==> src/rtl/ctrl_pipe_unit.sv <==
// ctrl_pipe_unit: ID-stage decoder and ID/EX control register for the five-stage RV32I core.
// Define RV32M_EN to add RV32M decode and the multi-cycle EX hold counter.
module ctrl_pipe_unit #(
  parameter int REG_AW     = 5,
  parameter int MUL_CYCLES = 2,
  parameter int DIV_CYCLES = 33
) (
  input  logic              clk,
  input  logic              rst_n,
  input  logic              id_valid,
  input  logic [6:0]        id_opcode,
  input  logic [2:0]        id_func3,
  input  logic [6:0]        id_func7,
  input  logic [REG_AW-1:0] id_rs1,
  input  logic [REG_AW-1:0] id_rs2,
  input  logic [REG_AW-1:0] id_rd,
  input  logic              ex_flush,
  output logic              id_stall,
  output logic              ex_valid,
  output logic [4:0]        ex_alu_opt,
  output logic              ex_a_pc,
  output logic [1:0]        ex_b_sel,
  output logic              ex_reg_we,
  output logic              ex_wb_mem,
  output logic [1:0]        ex_ram_wr,
  output logic [2:0]        ex_ram_ld,
  output logic [1:0]        ex_pc_cond,
  output logic [REG_AW-1:0] ex_rd,
  output logic              ex_illegal,
  output logic              ex_busy
);

  localparam logic [6:0] OPC_LUI    = 7'b0110111;
  localparam logic [6:0] OPC_AUIPC  = 7'b0010111;
  localparam logic [6:0] OPC_JAL    = 7'b1101111;
  localparam logic [6:0] OPC_JALR   = 7'b1100111;
  localparam logic [6:0] OPC_BRANCH = 7'b1100011;
  localparam logic [6:0] OPC_LOAD   = 7'b0000011;
  localparam logic [6:0] OPC_STORE  = 7'b0100011;
  localparam logic [6:0] OPC_OPIMM  = 7'b0010011;
  localparam logic [6:0] OPC_OP     = 7'b0110011;

  localparam logic [4:0] ALU_ADD  = 5'd0;
  localparam logic [4:0] ALU_SUB  = 5'd1;
  localparam logic [4:0] ALU_AND  = 5'd2;
  localparam logic [4:0] ALU_OR   = 5'd3;
  localparam logic [4:0] ALU_XOR  = 5'd4;
  localparam logic [4:0] ALU_SLL  = 5'd5;
  localparam logic [4:0] ALU_SLT  = 5'd6;
  localparam logic [4:0] ALU_SLTU = 5'd7;
  localparam logic [4:0] ALU_SRL  = 5'd8;
  localparam logic [4:0] ALU_SRA  = 5'd9;
  localparam logic [4:0] ALU_JALR = 5'd10;
  localparam logic [4:0] ALU_BEQ  = 5'd11;
  localparam logic [4:0] ALU_BNE  = 5'd12;
  localparam logic [4:0] ALU_BLT  = 5'd13;
  localparam logic [4:0] ALU_BGE  = 5'd14;
  localparam logic [4:0] ALU_BLTU = 5'd15;
  localparam logic [4:0] ALU_BGEU = 5'd16;
  localparam logic [4:0] ALU_LUI  = 5'd17;
  localparam logic [4:0] ALU_MUL  = 5'd18;

  typedef struct packed {
    logic              valid;
    logic [4:0]        alu_opt;
    logic              a_pc;
    logic [1:0]        b_sel;
    logic              reg_we;
    logic              wb_mem;
    logic [1:0]        ram_wr;
    logic [2:0]        ram_ld;
    logic [1:0]        pc_cond;
    logic [REG_AW-1:0] rd;
    logic              illegal;
  } ctrl_t;

  ctrl_t      dec;
  ctrl_t      ex_q;
  logic [4:0] alu_base;
  logic       use1;
  logic       use2;
  logic       lu;
`ifdef RV32M_EN
  logic       dec_is_m;
  logic       dec_is_div;
`endif

  // Shared func3 -> ALU op map for OP and OP-IMM; SUB only exists in register form.
  always_comb begin
    case (id_func3)
      3'b000:  alu_base = (id_opcode == OPC_OP && id_func7[5]) ? ALU_SUB : ALU_ADD;
      3'b001:  alu_base = ALU_SLL;
      3'b010:  alu_base = ALU_SLT;
      3'b011:  alu_base = ALU_SLTU;
      3'b100:  alu_base = ALU_XOR;
      3'b101:  alu_base = id_func7[5] ? ALU_SRA : ALU_SRL;
      3'b110:  alu_base = ALU_OR;
      default: alu_base = ALU_AND;
    endcase
  end

  always_comb begin
    dec       = '0;
    dec.valid = 1'b1;
    dec.rd    = id_rd;
`ifdef RV32M_EN
    dec_is_m   = 1'b0;
    dec_is_div = 1'b0;
`endif
    case (id_opcode)
      OPC_LUI: begin
        dec.b_sel = 2'b01; dec.alu_opt = ALU_LUI; dec.reg_we = 1'b1;
      end
      OPC_AUIPC: begin
        dec.a_pc = 1'b1; dec.b_sel = 2'b01; dec.reg_we = 1'b1;
      end
      OPC_JAL: begin
        dec.a_pc = 1'b1; dec.b_sel = 2'b11; dec.reg_we = 1'b1; dec.pc_cond = 2'b10;
      end
      OPC_JALR: begin
        dec.b_sel = 2'b01; dec.alu_opt = ALU_JALR; dec.reg_we = 1'b1; dec.pc_cond = 2'b11;
        dec.illegal = (id_func3 != 3'b000);
      end
      OPC_BRANCH: begin
        dec.pc_cond = 2'b01;
        case (id_func3)
          3'b000:  dec.alu_opt = ALU_BEQ;
          3'b001:  dec.alu_opt = ALU_BNE;
          3'b100:  dec.alu_opt = ALU_BLT;
          3'b101:  dec.alu_opt = ALU_BGE;
          3'b110:  dec.alu_opt = ALU_BLTU;
          3'b111:  dec.alu_opt = ALU_BGEU;
          default: dec.illegal = 1'b1;
        endcase
      end
      OPC_LOAD: begin
        dec.b_sel = 2'b01; dec.reg_we = 1'b1; dec.wb_mem = 1'b1;
        case (id_func3)
          3'b000:  dec.ram_ld = 3'b111;
          3'b001:  dec.ram_ld = 3'b110;
          3'b010:  dec.ram_ld = 3'b001;
          3'b100:  dec.ram_ld = 3'b011;
          3'b101:  dec.ram_ld = 3'b010;
          default: dec.illegal = 1'b1;
        endcase
      end
      OPC_STORE: begin
        dec.b_sel = 2'b01;
        case (id_func3)
          3'b000:  dec.ram_wr = 2'b11;
          3'b001:  dec.ram_wr = 2'b10;
          3'b010:  dec.ram_wr = 2'b01;
          default: dec.illegal = 1'b1;
        endcase
      end
      OPC_OPIMM: begin
        dec.b_sel = 2'b01; dec.alu_opt = alu_base; dec.reg_we = 1'b1;
      end
      OPC_OP: begin
        dec.reg_we = 1'b1;
        if (id_func7 == 7'b0000001) begin
`ifdef RV32M_EN
          dec.alu_opt = ALU_MUL + {2'b00, id_func3};
          dec_is_m    = 1'b1;
          dec_is_div  = id_func3[2];
`else
          dec.illegal = 1'b1;
`endif
        end else begin
          dec.alu_opt = alu_base;
        end
      end
      default: dec.illegal = 1'b1;
    endcase
    // An illegal encoding travels down EX as a flagged bubble with no side effects.
    if (dec.illegal) begin
      dec         = '0;
      dec.valid   = 1'b1;
      dec.illegal = 1'b1;
`ifdef RV32M_EN
      dec_is_m    = 1'b0;
      dec_is_div  = 1'b0;
`endif
    end
  end

  assign use1 = !(id_opcode inside {OPC_LUI, OPC_AUIPC, OPC_JAL});
  assign use2 = id_opcode inside {OPC_BRANCH, OPC_STORE, OPC_OP};

  assign lu = ex_q.valid && (ex_q.ram_ld != 3'b000) && (ex_q.rd != '0) && id_valid &&
              ((use1 && id_rs1 == ex_q.rd) || (use2 && id_rs2 == ex_q.rd));

  // ID hands its instruction to EX on an edge where id_valid=1, id_stall=0 and ex_flush=0;
  // while id_stall=1 the PC and IF/ID register hold so the same instruction is offered again.
  assign id_stall = (ex_busy || lu) && !ex_flush;

  always_ff @(posedge clk or negedge rst_n) begin
    if (!rst_n) begin
      ex_q <= '0;
    end else if (ex_flush) begin
      ex_q <= '0;
    end else if (!ex_busy) begin
      ex_q <= (lu || !id_valid) ? '0 : dec;
    end
  end

`ifdef RV32M_EN
  localparam int MAX_CYC = (DIV_CYCLES > MUL_CYCLES) ? DIV_CYCLES : MUL_CYCLES;
  localparam int CNT_W   = $clog2(MAX_CYC + 1);
  localparam logic [CNT_W-1:0] MUL_LD = CNT_W'(MUL_CYCLES - 1);
  localparam logic [CNT_W-1:0] DIV_LD = CNT_W'(DIV_CYCLES - 1);

  logic [CNT_W-1:0] hold_cnt;

  // Counts the extra cycles an M op keeps EX occupied after it is loaded.
  always_ff @(posedge clk or negedge rst_n) begin
    if (!rst_n) begin
      hold_cnt <= '0;
    end else if (ex_flush) begin
      hold_cnt <= '0;
    end else if (hold_cnt != '0) begin
      hold_cnt <= hold_cnt - 1'b1;
    end else if (!lu && id_valid && dec_is_m) begin
      hold_cnt <= dec_is_div ? DIV_LD : MUL_LD;
    end
  end

  assign ex_busy = (hold_cnt != '0);
`else
  assign ex_busy = 1'b0;
`endif

  assign ex_valid   = ex_q.valid;
  assign ex_alu_opt = ex_q.alu_opt;
  assign ex_a_pc    = ex_q.a_pc;
  assign ex_b_sel   = ex_q.b_sel;
  assign ex_reg_we  = ex_q.reg_we;
  assign ex_wb_mem  = ex_q.wb_mem;
  assign ex_ram_wr  = ex_q.ram_wr;
  assign ex_ram_ld  = ex_q.ram_ld;
  assign ex_pc_cond = ex_q.pc_cond;
  assign ex_rd      = ex_q.rd;
  assign ex_illegal = ex_q.illegal;

endmodule

==> config.mk <==
export PLATFORM = sky130hd
export DESIGN_NAME = ctrl_pipe_unit
export DESIGN_NICKNAME = d
export VERILOG_FILES = /design/src/rtl/ctrl_pipe_unit.sv
export SDC_FILE = /design/constraint.sdc
export NUM_CORES = 1
export LEC_CHECK = 0
export BUFFER_PORTS_ARGS = -buffer_cell sky130_fd_sc_hd__buf_4
export CAP_MARGIN = 20
export CORE_UTILIZATION = 48
export CTS_CLUSTER_SIZE = 40
export DETAILED_ROUTE_END_ITERATION = 10
export GPL_TIMING_DRIVEN = 0
export PLACE_DENSITY = 0.86
export SYNTH_ARGS = -nofsm -noshare
export SYNTH_HDL_FRONTEND = slang
export SYNTH_SLANG_ARGS = --single-unit
==> constraint.sdc <==
create_clock -name clk -period 2.8 [get_ports clk]
set_clock_uncertainty 0.1 [all_clocks]
set_input_delay 0.28 -clock clk [delete_from_list [all_inputs] [get_ports clk]]
set_output_delay 0.28 -clock clk [all_outputs]
set_load 0.05 [all_outputs]
==> out/qor.yml <==
drtIter0Drc: 24
yosysWarnings: 0
endpoint_kind: "primary output"
die_x_um: 58.3
utilization: 0.683
place_hpwl_mm: 2.88
ant_nets: 0
synth_area_per_cell_um2: 9.65
finalWorstSetupSlack_ps: 499
num_rows: 20
netlist_area_um2: 1520
area_growth_syn_to_layout_pct: 35.8
grt-ovfl-total: 0
p_total_mw: 0.736
ys_types: 49
fin_area_um2: 2070
cts_root_buffer: "clkbuf_4"
synth-edff-count: 0
vdd_drop_max_mv: 0.443
slew_headroom: 0.624
grt_pass1_vias: 1341
dr.pass1.iters: 4
vias: 1416
leakagePower_nw: 0.949
cts_buffers: 3
postPlaceCellArea_um2: 2010
clkSlewWorstSetupHoldPaths_ps: 120
h-tree-depth: 1
fillers: 261
fin_tns_setup_ps: 0
avgViaCountPerCell: 5.36
synth_nets: 194
grt_pass1_wl_mm: 5.90
post-route-min-period_ps: 2300
clock.fmax_mhz: 435
setup_viol: 0
grt_usage: 0.227
fp.dieArea_um2: 3400
start_util: 0.503
cts_tree: "yes"
tightest_slew_ps: 559
finalNonFillerCells: 264
clock_path_buffers: 2
ys.flop_type: "dfrtp_1"
status: "finished, final reports clean"
p_per_area_nw_per_um2: 356
finalHoldViolCount: 0
yosysSeqAreaShare: 0.394
drc: 0
wl_mm: 3.57
drv_cap: 0
cp_data_required_time_ps: 2420
crit_path_max_fanout: 4
antenna_found_initial: 0
arrival_ps: 1920
drive_gt1_frac: 0.400
placedCellCount: 259
grt_max_degree: 25
place.gp.congestion: 0.924
fin_crit_sh: 0.822
startpoint_type: "flop"
ctsResizeCount: 0
crit_type: "flop to primary output"
core-area_um2: 3030
hold_class: "primary input to flop"
syn_inst: 158
portBuffers: 57
die_h_um: 58.3
multi_input_comb_area_um2: 796
seqCellArea_um2: 601
post_drt_wl_per_cell_um: 13.5
num_io_pins: 62
async_flop_share: 1.00
nNetsFinal: 257
dp_slack_ps: 466
rsz0062_at_grt: "false"
num_antenna_cells: 0
clock-sinks: 24
worstSkewPairLatency_ps: 310
drv_slew: 0
whs_ps: 74.1
synth.ff_latch_count: 24
-- state kept, by name, indices dropped and copies added, names as in the netlist --
name        cells
ex_a_pc         1
ex_alu_opt      5
ex_b_sel        2
ex_illegal      1
ex_pc_cond      2
ex_ram_ld       3
ex_ram_wr       2
ex_rd           5
ex_reg_we       1
ex_valid        1
ex_wb_mem       1
-- power by group --
group          switching [mW]  internal, mW
Clock                  0.0967         0.145
Sequential            0.00146         0.349
Combinational          0.0803        0.0643
-- cells in the mapped netlist, types with 2 or more instances --
| master | count | area [µm²] |
|---|---|---|
| dfrtp_1 | 24 | 601 |
| nand2_1 | 13 | 48.8 |
| inv_1 | 12 | 45.0 |
| xnor2_1 | 10 | 87.6 |
| a21oi_1 | 9 | 45.0 |
| nor3_2 | 9 | 90.1 |
| nor3_1 | 7 | 35.0 |
| nand3_1 | 6 | 30.0 |
| clkbuf_1 | 5 | 18.8 |
| nor4_1 | 5 | 31.3 |
| or4_1 | 5 | 37.5 |
| buf_2 | 3 | 15.0 |
| buf_6 | 3 | 33.8 |
| or2_2 | 3 | 18.8 |
| a2bb2oi_1 | 2 | 17.5 |
| a31oi_1 | 2 | 12.5 |
| buf_4 | 2 | 15.0 |
| nand4b_1 | 2 | 17.5 |
| nor2_1 | 2 | 7.51 |
| nor4_4 | 2 | 42.5 |
| o21ai_0 | 2 | 10.0 |
| o21bai_1 | 2 | 15.0 |
| or3_1 | 2 | 12.5 |
-- layer usage --
| metal | vias up | wire length [µm] | share of wire | track usage |
|---|---|---|---|---|
| met5 | - | 0 | 0 | 0 |
| met4 | 0 | 48 | 0.013 | 0.0850 |
| met3 | 5 | 133 | 0.037 | 0.0374 |
| met2 | 39 | 1840 | 0.51 | 0.401 |
| met1 | 678 | 1550 | 0.43 | 0.278 |
| li1 | 694 | - | - | - |
-- path summary, 6_finish.rpt --
check / start / end / slack, ps / cells past startpoint
max in group asynchronous: rst_n / ex_b_sel[1]$_DFF_PN0_ / 2100 / 2
hold / removal: id_rd[1] / ex_rd[1]$_DFF_PN0_ / 70 / 3
setup reg to reg: ex_rd[1]$_DFF_PN0_ / ex_b_sel[1]$_DFF_PN0_ / 530 / 6
setup / recovery: ex_rd[2]$_DFF_PN0_ / id_stall / 500 / 5
min in group asynchronous: rst_n / ex_valid$_DFF_PN0_ / 270 / 2
hold reg to reg: ex_rd[4]$_DFF_PN0_ / ex_illegal$_DFF_PN0_ / 1030 / 5
-- layout make-up --
type / instances / share of cell area
Multi-Input combinational cell: 109 / 0.385
Sequential cell: 24 / 0.290
Inverter: 12 / 0.0218
Timing Repair Buffer: 58 / 0.212
Clock buffer: 3 / 0.0109
Buffer: 13 / 0.0399
Tap cell: 44 / 0.0266
Clock inverter: 1 / 0.0145
-- worst max-delay path, cell delays in order, from the launching register on --
cell and delay (ps):
dfrtp_1 450, xnor2_1 170, nand3_1 80, or4_1 550, a21oi_1 150, buf_4 210
-- logic make-up (layout without fill, tap and decap cells) --
kind of cell,after synthesis,count (layout),share of synthesized area
other,1,1,0.00246
xor gates and xnor gates,10,10,0.0575
AOI/OAI and AO/OA,28,28,0.132
DFF,24,24,0.394
buffers and inverters,25,87,0.0837
and+or+nand+nor,70,70,0.330
-- timing repair --
action,CTS,global route
buffers inserted,0,0
hold endpoints to repair,24,0
hold buffers,1,0
-- cell usage in the layout (no fill, tap or decap), types with 2 or more instances in the layout --
cell	instances
o21ai_0	2
nor4_4	2
or4_1	5
buf_6	3
buf_4	59
a2bb2oi_1	2
nand4b_1	2
nor2_1	2
o21bai_1	2
clkbuf_1	5
buf_2	3
nand2_1	13
or2_2	3
nor4_1	5
nor3_1	7
a31oi_1	2
or3_1	2
clkbuf_4	3
nand3_1	6
a21oi_1	9
xnor2_1	10
nor3_2	9
dfrtp_1	24
inv_1	12
(Power assumes the default switching activity.)
